**src/rtl/uart_pkg.sv**
```systemverilog
// Shared definitions for the buffered UART transmitter: FSM state encoding,
// parity helper and parameter legality check.
package uart_pkg;

    typedef logic [2:0] tx_state_t;

    localparam tx_state_t ST_IDLE   = 3'd0;
    localparam tx_state_t ST_START  = 3'd1;
    localparam tx_state_t ST_DATA   = 3'd2;
    localparam tx_state_t ST_PARITY = 3'd3;
    localparam tx_state_t ST_STOP   = 3'd4;

    localparam int unsigned MAX_DATA_BITS = 8;

    // Unused upper bits must arrive as zero so they do not disturb the reduction.
    function automatic logic parity_bit(input logic [MAX_DATA_BITS-1:0] data, input logic odd);
        return (^data) ^ odd;
    endfunction

    function automatic bit params_valid(input int unsigned cpb, input int unsigned db,
                                        input int unsigned depth, input int unsigned pe,
                                        input int unsigned po, input int unsigned sb);
        return (cpb >= 2) && (db >= 5) && (db <= MAX_DATA_BITS) &&
               (depth >= 2) && ((depth & (depth - 1)) == 0) &&
               (pe <= 1) && (po <= 1) && (sb >= 1) && (sb <= 2);
    endfunction

endpackage

```
**src/rtl/sync_fifo.sv**
```systemverilog
// Synchronous FIFO with registered not-full/empty/count flags; head is
// visible combinationally so a pop consumes it in one cycle.
module sync_fifo #(
    parameter int unsigned WIDTH = 8,
    parameter int unsigned DEPTH = 4
) (
    input  logic                           clk,
    input  logic                           rst,
    input  logic                           i_push,
    input  logic [WIDTH-1:0]               i_push_data,
    input  logic                           i_pop,
    output logic [WIDTH-1:0]               o_head,
    output logic                           o_not_full,
    output logic                           o_empty,
    output logic [$clog2(DEPTH+1)-1:0]     o_count
);

    localparam int unsigned PTR_W = $clog2(DEPTH);
    localparam int unsigned CNT_W = $clog2(DEPTH + 1);

    logic [WIDTH-1:0] r_mem [DEPTH];
    logic [PTR_W-1:0] r_wr_ptr;
    logic [PTR_W-1:0] r_rd_ptr;
    logic [CNT_W-1:0] r_count;
    logic [CNT_W-1:0] w_count_nx;
    logic             r_not_full;
    logic             r_empty;
    logic             w_push_acc;
    logic             w_pop_acc;

    // Acceptance uses only registered flags; a same-edge pop never frees a slot.
    assign w_push_acc = i_push && r_not_full;
    assign w_pop_acc  = i_pop && !r_empty;

    always_comb begin
        w_count_nx = r_count;
        case ({w_push_acc, w_pop_acc})
            2'b10:   w_count_nx = r_count + CNT_W'(1);
            2'b01:   w_count_nx = r_count - CNT_W'(1);
            default: w_count_nx = r_count;
        endcase
    end

    always_ff @(posedge clk) begin
        if (rst) begin
            r_wr_ptr   <= '0;
            r_rd_ptr   <= '0;
            r_count    <= '0;
            r_not_full <= 1'b1;
            r_empty    <= 1'b1;
        end else begin
            if (w_push_acc) r_wr_ptr <= r_wr_ptr + PTR_W'(1);
            if (w_pop_acc)  r_rd_ptr <= r_rd_ptr + PTR_W'(1);
            r_count    <= w_count_nx;
            r_not_full <= (w_count_nx != CNT_W'(DEPTH));
            r_empty    <= (w_count_nx == '0);
        end
    end

    always_ff @(posedge clk) begin
        if (w_push_acc) r_mem[r_wr_ptr] <= i_push_data;
    end

    assign o_head     = r_mem[r_rd_ptr];
    assign o_not_full = r_not_full;
    assign o_empty    = r_empty;
    assign o_count    = r_count;

endmodule

```
**src/rtl/uart_tx_buffered.sv**
```systemverilog
// FIFO-buffered UART transmitter with configurable data width, optional
// parity and 1/2 stop bits; queued frames are sent back-to-back.
module uart_tx_buffered
    import uart_pkg::*;
#(
    parameter int unsigned CLKS_PER_BIT = 100,
    parameter int unsigned DATA_BITS    = 8,
    parameter int unsigned FIFO_DEPTH   = 4,
    parameter int unsigned PARITY_EN    = 0,
    parameter int unsigned PARITY_ODD   = 0,
    parameter int unsigned STOP_BITS    = 1
) (
    input  logic                              clk,
    input  logic                              rst,
    input  logic                              wr_valid,
    input  logic [DATA_BITS-1:0]              wr_data,
    output logic                              wr_ready,
    input  logic                              clr_ovf,
    output logic                              overflow,
    output logic [$clog2(FIFO_DEPTH+1)-1:0]   fifo_count,
    output logic                              tx_busy,
    output logic                              tx_done,
    output logic                              tx_serial
);

    localparam int unsigned STOP_CYCLES = STOP_BITS * CLKS_PER_BIT;
    localparam int unsigned BAUD_W      = $clog2(STOP_CYCLES);
    localparam int unsigned BIT_W       = $clog2(DATA_BITS);

    if (!params_valid(CLKS_PER_BIT, DATA_BITS, FIFO_DEPTH, PARITY_EN, PARITY_ODD, STOP_BITS)) begin : g_bad_params
        $error("uart_tx_buffered: parameter out of range");
    end

    tx_state_t              r_state, w_state_nx;
    logic [BAUD_W-1:0]      r_baud, w_baud_nx;
    logic [BIT_W-1:0]       r_bit_idx, w_bit_nx;
    logic [DATA_BITS-1:0]   r_shift, w_shift_nx;
    logic                   r_parity, w_parity_nx;
    logic                   r_tx_serial, w_serial_nx;
    logic                   r_tx_done, w_done_nx;
    logic                   r_tx_busy;
    logic                   r_overflow;
    logic                   w_start_frame;
    logic                   w_fifo_empty;
    logic [DATA_BITS-1:0]   w_head;

    sync_fifo #(
        .WIDTH (DATA_BITS),
        .DEPTH (FIFO_DEPTH)
    ) u_fifo (
        .clk         (clk),
        .rst         (rst),
        .i_push      (wr_valid),
        .i_push_data (wr_data),
        .i_pop       (w_start_frame),
        .o_head      (w_head),
        .o_not_full  (wr_ready),
        .o_empty     (w_fifo_empty),
        .o_count     (fifo_count)
    );

    // Next-state and next-output decode; w_start_frame doubles as the FIFO pop.
    always_comb begin
        w_state_nx    = r_state;
        w_baud_nx     = r_baud + BAUD_W'(1);
        w_bit_nx      = r_bit_idx;
        w_shift_nx    = r_shift;
        w_parity_nx   = r_parity;
        w_serial_nx   = r_tx_serial;
        w_done_nx     = 1'b0;
        w_start_frame = 1'b0;

        case (r_state)
            ST_IDLE: begin
                w_baud_nx     = '0;
                w_serial_nx   = 1'b1;
                w_start_frame = !w_fifo_empty;
            end
            ST_START: begin
                if (r_baud == BAUD_W'(CLKS_PER_BIT - 1)) begin
                    w_state_nx  = ST_DATA;
                    w_baud_nx   = '0;
                    w_bit_nx    = '0;
                    w_serial_nx = r_shift[0];
                end
            end
            ST_DATA: begin
                if (r_baud == BAUD_W'(CLKS_PER_BIT - 1)) begin
                    w_baud_nx = '0;
                    if (r_bit_idx == BIT_W'(DATA_BITS - 1)) begin
                        if (PARITY_EN != 0) begin
                            w_state_nx  = ST_PARITY;
                            w_serial_nx = r_parity;
                        end else begin
                            w_state_nx  = ST_STOP;
                            w_serial_nx = 1'b1;
                        end
                    end else begin
                        w_bit_nx    = r_bit_idx + BIT_W'(1);
                        w_shift_nx  = r_shift >> 1;
                        w_serial_nx = r_shift[1];
                    end
                end
            end
            ST_PARITY: begin
                if (r_baud == BAUD_W'(CLKS_PER_BIT - 1)) begin
                    w_state_nx  = ST_STOP;
                    w_baud_nx   = '0;
                    w_serial_nx = 1'b1;
                end
            end
            ST_STOP: begin
                // Registered pulse lands on the final stop cycle.
                w_done_nx = (r_baud == BAUD_W'(STOP_CYCLES - 2));
                if (r_baud == BAUD_W'(STOP_CYCLES - 1)) begin
                    w_state_nx    = ST_IDLE;
                    w_baud_nx     = '0;
                    w_serial_nx   = 1'b1;
                    w_start_frame = !w_fifo_empty;
                end
            end
            default: begin
                w_state_nx  = ST_IDLE;
                w_baud_nx   = '0;
                w_serial_nx = 1'b1;
            end
        endcase

        if (w_start_frame) begin
            w_state_nx  = ST_START;
            w_baud_nx   = '0;
            w_shift_nx  = w_head;
            w_parity_nx = parity_bit(MAX_DATA_BITS'(w_head), PARITY_ODD != 0);
            w_serial_nx = 1'b0;
        end
    end

    always_ff @(posedge clk) begin
        if (rst) begin
            r_state     <= ST_IDLE;
            r_baud      <= '0;
            r_bit_idx   <= '0;
            r_shift     <= '0;
            r_parity    <= 1'b0;
            r_tx_serial <= 1'b1;
            r_tx_done   <= 1'b0;
            r_tx_busy   <= 1'b0;
        end else begin
            r_state     <= w_state_nx;
            r_baud      <= w_baud_nx;
            r_bit_idx   <= w_bit_nx;
            r_shift     <= w_shift_nx;
            r_parity    <= w_parity_nx;
            r_tx_serial <= w_serial_nx;
            r_tx_done   <= w_done_nx;
            r_tx_busy   <= (w_state_nx != ST_IDLE);
        end
    end

    // Sticky overflow; a rejected push outranks a same-cycle clear.
    always_ff @(posedge clk) begin
        if (rst) begin
            r_overflow <= 1'b0;
        end else if (wr_valid && !wr_ready) begin
            r_overflow <= 1'b1;
        end else if (clr_ovf) begin
            r_overflow <= 1'b0;
        end
    end

    assign overflow  = r_overflow;
    assign tx_busy   = r_tx_busy;
    assign tx_done   = r_tx_done;
    assign tx_serial = r_tx_serial;

endmodule

```
**config.mk**
```make
export PLATFORM = sky130hd
export DESIGN_NAME = uart_tx_buffered
export DESIGN_NICKNAME = d
export VERILOG_FILES = /design/src/rtl/uart_pkg.sv /design/src/rtl/sync_fifo.sv /design/src/rtl/uart_tx_buffered.sv
export SDC_FILE = /design/constraint.sdc
export NUM_CORES = 1
export LEC_CHECK = 0
export CORE_ASPECT_RATIO = 0.7
export CORE_UTILIZATION = 31
export CTS_BUF_LIST = sky130_fd_sc_hd__clkbuf_4 sky130_fd_sc_hd__clkbuf_8 sky130_fd_sc_hd__clkbuf_16
export DETAILED_ROUTE_END_ITERATION = 6
export SYNTH_ARGS = -nofsm -noshare
export SYNTH_HDL_FRONTEND = slang
export SYNTH_SLANG_ARGS = --single-unit
```
**constraint.sdc**
```tcl
create_clock -name clk -period 5.25 [get_ports clk]
set_clock_uncertainty 0.15 [all_clocks]
set_input_delay 1.05 -clock clk [delete_from_list [all_inputs] [get_ports clk]]
set_output_delay 1.05 -clock clk [all_outputs]
set_load 0.02 [all_outputs]
```
==> load_flow_metrics.sql, run 1 <==
INSERT INTO impl_metrics (metric_group, metric, value, unit) VALUES
('critical_path', 'rr_endpoint', 'u_fifo.o_empty$_SDFF_PP1_', ''),
('clock_tree', 'ctsResizeCount', '0', ''),
('yosys', 'postSynthRegisterBits', '68', ''),
('yosys', 'synthDominantAreaCellType', 'edfxtp_1', ''),
('critical_path', 'cp.required', '5.32', 'ns'),
('grt', 'grt_pass1_wl', '9.473', 'mm'),
('clock_tree', 'clock-sinks', '68', ''),
('yosys', 'synth_seq_area_share', '0.5638', ''),
('yosys', 'synth_fp_nets', '263', ''),
('routing', 'routed_wl', '5.644', 'mm'),
('min_path', 'holdCritPathClass', 'flop to flop', ''),
('routing', 'ant_nets', '0', ''),
('timing', 'finalMaxSlewViolations', '0', ''),
('run', 'timing.max_cap.violations', '0', ''),
('finish', 'nNetsFinal', '280', ''),
('yosys', 'synth_area', '0.002983', 'mm²'),
('grt', 'grt-ovfl-total', '0', ''),
('min_path', 'min_delay_path_depth', '1', ''),
('finish', 'syn_to_final_growth', '20.13', '%'),
('routing', 'routed-via-count', '1919', ''),
('grt', 'vias_in_the_first_global_route', '1915', ''),
('yosys', 'netlist-cell-type-count', '48', ''),
('clock_tree', 'post-cts-setup-buffers', '0', ''),
('timing', 'worstMarginPinSlew', '1.037', 'ns'),
('grt', 'grt_start_max_net_pins', '19', ''),
('yosys', 'synth_enable_flop_cells', '32', ''),
('routing', 'drc_errors', '0', ''),
('finish', 'antennaDiodeCount', '0', ''),
('critical_path', 'start_kind', 'flop', ''),
('yosys', 'post-synth-top-area-fraction', '0.3221', ''),
('critical_path', 'worst-setup-path-type', 'flop to flop', ''),
('power_and_ir_drop', 'irDropWorstVdd', '0.2297', 'mV'),
('critical_path', 'rr_worst_depth', '10', ''),
('grt', 'gr-usage-all-layers', '0.1232', ''),
('clock_tree', 'clk_transition_reported_paths', '0.06', 'ns'),
('power_and_ir_drop', 'pwr_density_cell', '473.5', 'mW/mm²'),
('yosys', 'post_synth.cell_area_avg', '12.38', 'µm²'),
('critical_path', 'crit_arrival', '3.25', 'ns'),
('routing', 'pre_antenna_drt_iters', '4', ''),
('routing', 'wl_per_cell', '14.58', 'µm'),
('die', 'die_h', '84.07', 'µm'),
('die', 'placement_rows', '29', ''),
('die', 'die_w', '119.2', 'µm'),
('yosys', 'ys.warnings.count', '0', ''),
('clock_tree', 'holdBufCountCts', '0', ''),
('yosys', 'synthTopCellsByCount', '36 x dfxtp_1, 32 x edfxtp_1, 18 x nor2_1', ''),
('clock_tree', 'worst_skew_pair_latency', '0.33', 'ns'),
('timing', 'post-route-period-util', '0.6074', ''),
('yosys', 'synth.most_common_cell', 'dfxtp_1', ''),
('yosys', 'syn-instance-count', '241', ''),
('placed_design', 'gp_congestion', '0.7704', ''),
('clock_tree', 'tritoncts', 'done', ''),
('clock_tree', 'cts-root-to-sink-buffers', '2', ''),
('outcome', 'run_status', 'finished, final reports clean', ''),
('timing', 'finalCriticalPeriod', '3.189', 'ns'),
('routing', 'drt_iter0_markers', '125', ''),
('min_path', 'min_delay_worst_endpoint', 'r_baud[0]$_SDFF_PP0_', ''),
('timing', 'max_slew_margin', '0.3051', ''),
('power_and_ir_drop', 'power.leakage', '1.247', 'nW'),
('clock_tree', 'cts_root_buffer', 'clkbuf_16', ''),
('timing', 'timing.final.setup_violations', '0', ''),
('timing', 'accumulated_negative_setup_slack', '0', 'ns'),
('critical_path', 'largest_fanout_of_any_net_on_the_critical_path', '15', ''),
('clock_tree', 'cts-buffers-inserted', '9', ''),
('timing', 'max_clock_freq', '313.6', 'MHz'),
('finish', 'layout-drive-gt1-share', '0.1369', ''),
('die', 'start_util', '0.3236', ''),
('routing', 'vias_per_cell', '4.959', ''),
('critical_path', 'r2r_setup_slack', '2.06', 'ns'),
('yosys', 'synth.top_cells.by_area', 'edfxtp_1 32%, dfxtp_1 24%, mux4_2 6.0%, ha_1 3.8%, nand3_1 2.5%', ''),
('critical_path', 'timing.critical_path.to_type', 'flop', '');
==> per-stage QoR <==
step | hold WS (ns) | area [µm²] | utilization | total power, mW | std cells
4_1_cts | 0.3147 | 3583 | 0.3888 | 1.712 | 387
3_3_place_gp | 0.2904 | 3261 | 0.3538 | 1.068 | 371
5_1_grt | 0.3460 | 3583 | 0.3888 | 1.788 | 387
6_report | 0.3079 | 3583 | 0.3888 | 1.697 | 387
2_1_floorplan | 0.2756 | 2983 | - | 0.9683 | 241
3_5_place_dp | 0.3020 | 3261 | 0.3538 | 1.074 | 371
==> worst max-delay path, cell delays in order (launching register included) <==
cell and delay [ns]:
dfxtp_1 0.32, ha_1 0.28, and4b_1 0.27, a21boi_2 0.53, nor2_1 0.14, ha_1 0.25, fa_1 0.40, xnor2_1 0.14
or3_1 0.30, a21oi_1 0.22, nor2_1 0.08
==> area by class of cell <==
class,count,area [µm²]
well taps,124,155.1
fillers,891,5633
clock buffers,13,279.0
inverters,7,26.28
multi-input cells,152,1200
clock inverters,3,43.79
repair buffers,20,197.7
flip-flops and latches,68,1682
==> per-layer routing <==
metal	GRT usage	routed length [µm]
met1	0.1717	2977
met2	0.1718	2327
met3	0.04030	237
met4	0.05524	102
met5	0	0
==> cells by family after synthesis <==
logic type               after synthesis  share of synthesized area
flip-flops                            68                     0.5638
XOR/XNOR                               8                    0.02349
multiplexers                          10                    0.06711
AO/OA/AOI/OAI                         50                     0.1187
AND/OR/NAND/NOR                       74                     0.1485
buffers and inverters                 21                    0.03398
adder cells (fa/ha/maj)               10                    0.04446
==> flip-flops by register name, indices dropped and copies added, names as in the netlist, 2 cells and up, named ones only <==
name,flops
u_fifo.r_mem,32
r_bit_idx,3
u_fifo.o_count,3
r_state,3
u_fifo.r_rd_ptr,2
r_shift,8
r_baud,7
u_fifo.r_wr_ptr,2
==> placed cells by master (no fill, tap or decap), types with 2 or more instances in the layout <==
cell and count:
a211oi_1 7, a21oi_1 13, a311oi_1 7, and3_1 6, clkbuf_16 10, clkbuf_4 2, clkdlybuf4s50_1 19, dfxtp_1 36
edfxtp_1 32, ha_1 9, inv_1 7, mux2i_1 2, mux4_2 8, nand2_1 6, nand2b_1 9, nand3_1 15
nor2_1 18, nor3_1 3, o211ai_1 2, o21ai_0 11, o31ai_1 2, or3_1 2, or3b_1 2, xnor2_1 5
xor2_1 3
==> how the worst max path moves through the flow <==
| stage | start | slack (ns) | to | cells past startpoint |
|---|---|---|---|---|
| finish | r_baud[0]$_SDFF_PP0_ | 2.06 | u_fifo.o_empty$_SDFF_PP1_ | 10 |
| global route | r_baud[0]$_SDFF_PP0_ | 1.87 | u_fifo.o_empty$_SDFF_PP1_ | 10 |
| CTS | r_baud[0]$_SDFF_PP0_ | 2.08 | u_fifo.o_empty$_SDFF_PP1_ | 10 |
| detailed placement | wr_valid | 1.83 | u_fifo.o_not_full$_SDFF_PP1_ | 8 |
| global placement | wr_valid | 1.88 | u_fifo.o_empty$_SDFF_PP1_ | 8 |
| floorplan | r_baud[0]$_SDFF_PP0_ | 2.45 | u_fifo.o_empty$_SDFF_PP1_ | 11 |
==> power breakdown <==
part	leakage [nW]	internal [mW]	switching (mW)
combinational	0.497	0.171	0.190
clock	0.162	0.420	0.213
sequential	0.588	0.638	0.0646
No activity file was read; power rests on OpenSTA's default activity.
==> run 2: changes to the inputs <==
==> constraint.sdc (replaced) <==
create_clock -name clk -period 3.08 [get_ports clk]
set_clock_uncertainty 0.15 [all_clocks]
set_input_delay 0.616 -clock clk [delete_from_list [all_inputs] [get_ports clk]]
set_output_delay 0.616 -clock clk [all_outputs]
set_load 0.02 [all_outputs]
==> load_flow_metrics.sql, run 2 (same netlist as run 1, synthesis figures left out) <==
INSERT INTO impl_metrics (metric_group, metric, value, unit) VALUES
('routing', 'wl_per_cell', '14.68', 'µm'),
('die', 'start_util', '0.3236', ''),
('finish', 'final_design_instance_area_without_fill', '0.003615', 'mm²'),
('critical_path', 'worst-path-buf-inv', '0', ''),
('finish', 'leading_cell_type_in_the_layout_fill_and_taps_excluded', 'dfxtp_1', ''),
('clock_tree', 'ctsHtreeMaxLevel', '3', ''),
('placed_design', 'numPortBuffers', '19', ''),
('clock_tree', 'cts-buffers-inserted', '9', ''),
('placed_design', 'postPlaceCellArea', '0.003298', 'mm²'),
('routing', 'routed-via-count', '1947', ''),
('critical_path', 'timing.critical_path.to_type', 'flop', ''),
('critical_path', 'cp_num_cells', '10', ''),
('critical_path', 'r2r_setup_slack', '0.35', 'ns'),
('die', 'die_h', '84.07', 'µm'),
('finish', 'layout_top_registers', 'u_fifo.r_mem (32), r_shift (8), r_baud (7)', ''),
('grt', 'gr-usage-all-layers', '0.1264', ''),
('finish', 'syn_to_final_growth', '21.18', '%'),
('critical_path', 'cell_occurring_most_often_along_the_worst_timing_path', 'ha_1', ''),
('finish', 'nNetsFinal', '285', ''),
('power_and_ir_drop', 'pwr_density_cell', '805.4', 'mW/mm²'),
('routing', 'drc_errors', '0', ''),
('clock_tree', 'tritoncts', 'done', ''),
('power_and_ir_drop', 'fin_total_pwr', '2.911', 'mW'),
('power_and_ir_drop', 'irDropWorstVdd', '0.3670', 'mV'),
('critical_path', 'crit_arrival', '2.79', 'ns'),
('die', 'die-area', '0.01002', 'mm²'),
('timing', 'finalMaxSlewViolations', '0', ''),
('routing', 'pre_antenna_drt_iters', '4', ''),
('timing', 'accumulated_negative_setup_slack', '0', 'ns'),
('die', 'die_w', '119.2', 'µm'),
('routing', 'ant_nets', '0', ''),
('grt', 'vias_in_the_first_global_route', '1886', ''),
('grt', 'grt_start_max_net_pins', '28', ''),
('die', 'placement_rows', '29', ''),
('finish', 'antennaDiodeCount', '0', ''),
('grt', 'antenna_found_initial', '0', ''),
('critical_path', 'largest_fanout_of_any_net_on_the_critical_path', '4', ''),
('min_path', 'min_delay_path_depth', '1', ''),
('clock_tree', 'post-cts-setup-buffers', '0', ''),
('grt', 'grt-ovfl-total', '0', ''),
('critical_path', 'critical-path-max-stage-delay', '0.38', 'ns'),
('timing', 'max_slew_margin', '0.5084', ''),
('clock_tree', 'clk_transition_reported_paths', '0.05', 'ns'),
('critical_path', 'cell_by_cell_listing_of_the_critical_path', 'ha_1 -> and4b_1 -> a21boi_2 -> nor2_1 -> ha_1 -> fa_1 -> xnor2_1 -> or3_1 -> a21oi_1 -> nand2_1', ''),
('clock_tree', 'worst_skew_pair_latency', '0.33', 'ns'),
('power_and_ir_drop', 'power.leakage', '1.255', 'nW'),
('die', 'core_region_area', '0.009216', 'mm²'),
('finish', 'regMostFlops', 'u_fifo.r_mem', ''),
('critical_path', 'cp_top_family', 'adder cells', ''),
('timing', 'post-route-period-util', '0.8858', ''),
('critical_path', 'worst-setup-path-type', 'flop to flop', ''),
('finish', 'layout-drive-gt1-share', '0.1493', ''),
('timing', 'worstMarginPinSlew', '0.7373', 'ns'),
('critical_path', 'slowest_stage', 'fa_1', ''),
('routing', 'drt_iter0_markers', '105', ''),
('timing', 'rsz0062_at_grt', 'no', ''),
('finish', 'layout_common_cells', '36 x dfxtp_1, 32 x edfxtp_1, 19 x clkdlybuf4s50_1', ''),
('timing', 'hold-worst-slack', '0.3088', 'ns'),
('run', 'timing.max_cap.violations', '0', ''),
('finish', 'fin_util', '0.3922', ''),
('timing', 'max_clock_freq', '366.6', 'MHz'),
('timing', 'timing.final.hold_violations', '0', ''),
('critical_path', 'start_kind', 'flop', ''),
('die', 'ios', '20', ''),
('min_path', 'holdCritPathClass', 'flop to flop', ''),
('timing', 'timing.final.setup_violations', '0', ''),
('clock_tree', 'holdBufCountCts', '0', ''),
('grt', 'grt_pass1_wl', '9.542', 'mm'),
('clock_tree', 'cts-root-to-sink-buffers', '2', ''),
('critical_path', 'rr_worst_depth', '10', ''),
('placed_design', 'gp_congestion', '0.7717', ''),
('timing', 'finalCriticalPeriod', '2.728', 'ns'),
('finish', 'largest_register_ff_count', '32', ''),
('routing', 'vias_per_cell', '4.967', ''),
('clock_tree', 'cts_root_buffer', 'clkbuf_16', ''),
('placed_design', 'detailedPlacementHpwl', '3.821', 'mm'),
('clock_tree', 'clock-sinks', '68', ''),
('critical_path', 'cp.required', '3.14', 'ns'),
('outcome', 'run_status', 'finished, final reports clean', ''),
('clock_tree', 'ctsResizeCount', '0', ''),
('routing', 'routed_wl', '5.755', 'mm');
-- run 2: area by class of cell --
class | count | area, µm²
sequential | 68 | 1682
multi-input combinational | 152 | 1200
tap | 124 | 155.1
timing repair buffer | 25 | 235.2
inverter | 7 | 26.28
fill | 899 | 5602
clock buffer | 9 | 225.2
clock inverter | 7 | 91.34
-- run 2: through the flow --
step / setup WS, ns / instances
2_1_floorplan: 0.2833 / 241
3_3_place_gp: 0.2595 / 376
3_5_place_dp: 0.2202 / 376
4_1_cts: 0.3234 / 392
5_1_grt: 0.1581 / 392
6_report: 0.3519 / 392
-- run 2: worst reg2reg max path: stages (launching register included) --
cell and delay (ns):
dfxtp_1 0.33, ha_1 0.28, and4b_1 0.27, a21boi_2 0.17, nor2_1 0.08, ha_1 0.21, fa_1 0.38, xnor2_1 0.14
or3_1 0.30, a21oi_1 0.22, nand2_1 0.07
-- run 2: final timing paths --
path | from | end
setup / recovery | r_baud[0]$_SDFF_PP0_ | u_fifo.o_not_full$_SDFF_PP1_
hold / removal | r_baud[0]$_SDFF_PP0_ | r_baud[0]$_SDFF_PP0_
setup reg to reg | r_baud[0]$_SDFF_PP0_ | u_fifo.o_not_full$_SDFF_PP1_
hold reg to reg | r_baud[0]$_SDFF_PP0_ | r_baud[0]$_SDFF_PP0_
-- run 2: report_power, final --
part           internal [mW]  leakage (nW)  switching (mW)  total (mW)
registers               1.09         0.588           0.113        1.20
clock network          0.703         0.145           0.376        1.08
logic                  0.306         0.522           0.326       0.632
-- run 2: layer usage --
layer / wire length [µm] / share of wire / vias up / track usage
met3: 252 / 0.044 / 4 / 0.04918
li1: - / - / 952 / -
met5: 0 / 0 / - / 0
met4: 48 / 0.0083 / 0 / 0.04833
met2: 2521 / 0.44 / 31 / 0.1718
met1: 2932 / 0.51 / 960 / 0.1779
